===== config.mk =====
export PLATFORM = sky130hd
export DESIGN_NAME = otter_wb_queue
export DESIGN_NICKNAME = d
export VERILOG_FILES = /design/src/rtl/otter_wb_queue.sv
export SDC_FILE = /design/constraint.sdc
export NUM_CORES = 1
export LEC_CHECK = 0
export CORE_ASPECT_RATIO = 0.9
export CORE_MARGIN = 4
export CORE_UTILIZATION = 50
export CTS_BUF_LIST = sky130_fd_sc_hd__clkbuf_4
export DETAILED_ROUTE_END_ITERATION = 8
export GPL_ROUTABILITY_DRIVEN = 0
export PLACE_DENSITY_LB_ADDON = 0.2
export SLEW_MARGIN = 40
export SYNTH_ARGS = -nofsm -noshare
export SYNTH_HDL_FRONTEND = slang
export SYNTH_SLANG_ARGS = --single-unit

===== constraint.sdc =====
create_clock -name clock -period 4.4 [get_ports clock]
set_input_delay 0.88 -clock clock [delete_from_list [all_inputs] [get_ports clock]]
set_output_delay 0.88 -clock clock [all_outputs]
set_load 0.01 [all_outputs]

===== src/rtl/otter_wb_queue.sv =====
// otter_wb_queue: in-order writeback FIFO between the result producers
// (ALU completion, L1 load return) and the single register-file write port.
//
// Ports:
//   clock, reset            rising-edge clock, synchronous active-high reset
//   alu_valid/rd/data/ready ALU result handshake (lower priority)
//   mem_valid/rd/data/ready load result handshake (fixed priority)
//   wb_stall                write port unavailable; head is held
//   WriteReg/Data, RegWrite register-file write port driven from the head entry
//   Read1/Read2             register numbers being read from the register file
//   fwdN_hit/fwdN_data      youngest queued write matching ReadN
//   count, empty, full      occupancy
module otter_wb_queue #(
  parameter int DEPTH = 4
) (
  input  logic                       clock,
  input  logic                       reset,
  input  logic                       alu_valid,
  input  logic [4:0]                 alu_rd,
  input  logic [31:0]                alu_data,
  output logic                       alu_ready,
  input  logic                       mem_valid,
  input  logic [4:0]                 mem_rd,
  input  logic [31:0]                mem_data,
  output logic                       mem_ready,
  input  logic                       wb_stall,
  output logic [4:0]                 WriteReg,
  output logic [31:0]                WriteData,
  output logic                       RegWrite,
  input  logic [4:0]                 Read1,
  input  logic [4:0]                 Read2,
  output logic                       fwd1_hit,
  output logic                       fwd2_hit,
  output logic [31:0]                fwd1_data,
  output logic [31:0]                fwd2_data,
  output logic [$clog2(DEPTH):0]     count,
  output logic                       empty,
  output logic                       full
);

  localparam int AW = $clog2(DEPTH);
  localparam int CW = AW + 1;

  logic [4:0]    rd_q   [DEPTH];
  logic [31:0]   data_q [DEPTH];
  logic [AW-1:0] head, tail;
  logic [CW-1:0] count_q;

  logic          enq_fire;
  logic          push;
  logic          pop;
  logic [4:0]    enq_rd;
  logic [31:0]   enq_data;

  assign empty = (count_q == '0);
  assign full  = (count_q == CW'(DEPTH));
  assign count = count_q;

  // Readiness depends only on the registered full flag, so a pop on the
  // coming edge never opens a slot in the same cycle.
  assign mem_ready = !reset && !full;
  assign alu_ready = !reset && !full && !mem_valid;

  assign enq_rd   = mem_valid ? mem_rd   : alu_rd;
  assign enq_data = mem_valid ? mem_data : alu_data;
  assign enq_fire = (mem_valid && mem_ready) || (alu_valid && alu_ready);
  // x0 results finish their handshake but never occupy a slot.
  assign push     = enq_fire && (enq_rd != '0);
  assign pop      = !reset && !empty && !wb_stall;

  assign RegWrite  = pop;
  assign WriteReg  = empty ? '0 : rd_q[head];
  assign WriteData = empty ? '0 : data_q[head];

  always_ff @(posedge clock) begin
    if (reset) begin
      head    <= '0;
      tail    <= '0;
      count_q <= '0;
    end else begin
      if (push) tail <= tail + 1'b1;
      if (pop)  head <= head + 1'b1;
      if (push && !pop)      count_q <= count_q + 1'b1;
      else if (!push && pop) count_q <= count_q - 1'b1;
    end
  end

  // Storage needs no reset: occupancy alone decides which slots are valid.
  always_ff @(posedge clock) begin
    if (!reset && push) begin
      rd_q[tail]   <= enq_rd;
      data_q[tail] <= enq_data;
    end
  end

  // Walk oldest to youngest so a later match overrides an earlier one,
  // leaving the entry nearest the tail as the forwarded value.
  always_comb begin
    logic [AW-1:0] idx;
    fwd1_hit  = 1'b0;
    fwd2_hit  = 1'b0;
    fwd1_data = '0;
    fwd2_data = '0;
    idx       = '0;
    for (int unsigned i = 0; i < DEPTH; i++) begin
      idx = head + AW'(i);
      if (CW'(i) < count_q) begin
        if (Read1 != '0 && rd_q[idx] == Read1) begin
          fwd1_hit  = 1'b1;
          fwd1_data = data_q[idx];
        end
        if (Read2 != '0 && rd_q[idx] == Read2) begin
          fwd2_hit  = 1'b1;
          fwd2_data = data_q[idx];
        end
      end
    end
  end

endmodule


==> run_results.csv <==
group,metric,value,unit
run_status,status,"complete, no violations",
hold_path,hp-class,"flip-flop to flip-flop",
run,cap_violations,0,
timing,timing.slew.headroom,53.7,%
timing,worstMarginPinSlew,0.695,ns
synth,synthArstFlopShare,0,%
layout,fin_nets,1235,
global_routing,grt_max_degree,70,
routing,viasPerCell,6.48,
die,core,0.0235,mm^2
synth,ys.flop_type,"edfxtp_1",
placed_design,place_area,0.0149,mm^2
die,ios,200,
synth,synth-seq-area-share,38.6,%
critical_path,crit_family,"buffers and inverters",
die,rows,53,
power_and_ir_drop,p_leak,5.02,nW
timing,hold_viol,0,
cts,clk_pin_slew,0.12,ns
critical_path,crit_chain,"buf_12, mux4_2, xnor2_2, nand4_1, nor4_4, buf_4, clkbuf_16, mux2i_1, a211oi_2, dlygate4sd2_1",
synth,netlist_area,0.0120,mm^2
global_routing,antenna_found_initial,1,
routing,route.detailed.drc,0,
placed_design,port_buffers,199,
power_and_ir_drop,irDropWorstVdd,0.322,mV
cts,tritoncts,"built",
layout,area_growth_syn_to_layout,29.0,%
critical_path,required,3.52,ns
routing,dr.pass1.iters,6,
synth,syn_inst,907,
die,die_x,171,um
synth,syn_nets,1005,
synth,ys_types,47,
synth,netlist.top_cell.by_area,"edfxtp_1",
routing,drtIter0Drc,1016,
timing,fin_hold_ws,0.598,ns
critical_path,crit_arrival,3.42,ns
critical_path,crit_path_max_incr_delay,0.54,ns
cts,hold_buffers,0,
routing,post_drt_wl_per_cell,23.6,um
layout,drive_above_1_share,35.9,%
critical_path,cp.buffers_inverters,4,
cts,cts_inserted_buffers,17,
routing,routed_wl,34200,um
cts,clkLatencyLatePin,0.58,ns
critical_path,cpMaxStageDelayCell,"mux4_2",
critical_path,cp-end-kind,"primary output",
global_routing,grt_pass1_wl,52300,um
critical_path,crit_type,"flip-flop to primary output",
die,initial_core_util,51.1,%
die,die_y,155,um
timing,fin_crit_sh,97.8,%
placed_design,post-dp-hpwl,23500,um
power_and_ir_drop,p_total,6.51,mW
die,die_area,0.0265,mm^2
power_and_ir_drop,p_per_area,421,mW/mm^2
synth,ys_ff_latch,157,
synth,synth_area_per_cell,13.2,um^2
synth,synth.area.top_cells,"edfxtp_1 37%, mux4_2 27%, mux2_2 3.8%",
timing,period_minus_slack,4.30,ns
timing,finClkSkew,0.0157,ns
timing,clock.fmax,232,MHz
synth,yosys.area.top_type_share,37.1,%
timing,drv_slew,0,
routing,detail-route-antenna-nets,0,
cts,cts_htree_levels,4,
layout,postLayoutCellArea,0.0155,mm^2
cts,clockBufferDepth,2,
global_routing,grt-ovfl-total,0,
synth,yosysWarnings,0,
routing,vias,9409,
critical_path,crit_path_start_kind,"flip-flop",
critical_path,crit_path_max_fanout,7,
cts,cts-root-buf,"clkbuf_4",
timing,setup_violations,0,
global_routing,grt_usage,25.4,%
global_routing,grt_pass1_vias,9249,
synth,synth_edf_count,148,
cts,cts_sinks,157,
[where the power goes]
part / total (mW) / switching, mW / leakage [nW] / internal [mW]
sequential: 1.95 / 0.140 / 1.43 / 1.81
combinational: 3.75 / 1.78 / 3.47 / 1.98
clock: 0.807 / 0.506 / 0.131 / 0.301
[state kept, by name, indices dropped and copies added (netlist names), named ones only]
signal and flops:
rd_q 20, head 2, count 3, data_q 128, tail 2
[synthesized netlist by cell type, types with 4 or more instances]
master    instances
nor2b_1          38
edfxtp_1        148
xor2_1            8
nor3_1           38
nand4_1           7
buf_2            17
buf_1            11
inv_1             8
dfxtp_1           9
a21oi_1          12
or3_1             5
and2_1            6
o31ai_1          31
mux2i_1          37
ha_1              9
nand2_1          35
buf_6             4
nor2_1           80
a211oi_2         28
nor3b_1          30
a221oi_1         30
a211oi_1          5
mux4_2          143
clkbuf_1         62
xnor2_1          34
mux2_2           40
o21ai_0           6
[final timing paths]
check / start / to / slack, ns / cells after the start
setup / recovery: head[0] / fwd1_data[12] / 0.1 / 10
hold / removal: tail[0] / tail[0] / 0.60 / 2
setup reg to reg: count[0] / count[2] / 1.53 / 8
hold reg to reg: tail[0] / tail[0] / 0.60 / 2
[cells in the final DEF, fill, tap and decap left out, types with 9 or more instances in the layout]
cell type,instances
mux2_2,40
nor2_1,78
dlygate4sd2_1,39
mux4_2,143
nor3b_1,27
clkdlybuf4s50_1,130
mux2i_1,34
clkbuf_4,21
buf_4,78
o31ai_1,29
a21oi_1,11
nand2_1,35
nor3_1,37
a211oi_2,31
xnor2_1,31
nor2b_1,36
clkbuf_2,12
edfxtp_1,148
buf_12,24
a221oi_1,29
ha_1,9
[layout make-up]
type | count | area (um^2)
multi-input cells | 647 | 7110
well taps | 302 | 378
fillers | 1797 | 8010
clock buffers | 21 | 158
repair buffers | 306 | 3060
flip-flops and latches | 157 | 4640
diodes | 1 | 2.50
inverters | 8 | 30.0
clock inverters | 11 | 95.1
[routing by layer]
layer	part of all wire [%]	GRT usage, %	vias to the layer above
li1	-	-	4131
met5	0	0	-
met4	2.6	7.77	0
met3	8.4	4.67	67
met2	49	41.7	501
met1	40	34.9	4710
[tightest hold or removal path, stage by stage (launching register included)]
cell and delay (ns):
dfxtp_1 0.37, xnor2_1 0.16, nor2_1 0.04
[timing repair]
action | in CTS | in global routing
pin swaps | 7 | 11
buffers inserted | 17 | 4
cloned | 1 | 2
setup endpoints to repair | 66 | 39
resized for setup | 89 | 51
[metrics by stage]
step	util [%]	setup TNS [ns]	std cells	setup WS (ns)
2_1_floorplan	-	0	907	0.672
3_3_place_gp	63.5	-10.19	1396	-0.277
3_5_place_dp	63.5	-10.30	1396	-0.279
4_1_cts	65.3	-0.117	1446	-0.117
5_1_grt	65.9	-0.300	1453	-0.0336
6_report	65.9	0	1453	0.0965
[cell families after synthesis]
family	count (synthesis)	synth area share, %
AOI/OAI and AO/OA	120	8.67
xor gates and xnor gates	42	3.07
adders and majority gates	9	0.939
buffers and inverters	103	3.79
DFF	157	38.6
muxes	220	33.7
and+or+nand+nor	256	11.3
(Power assumes the default switching activity.)
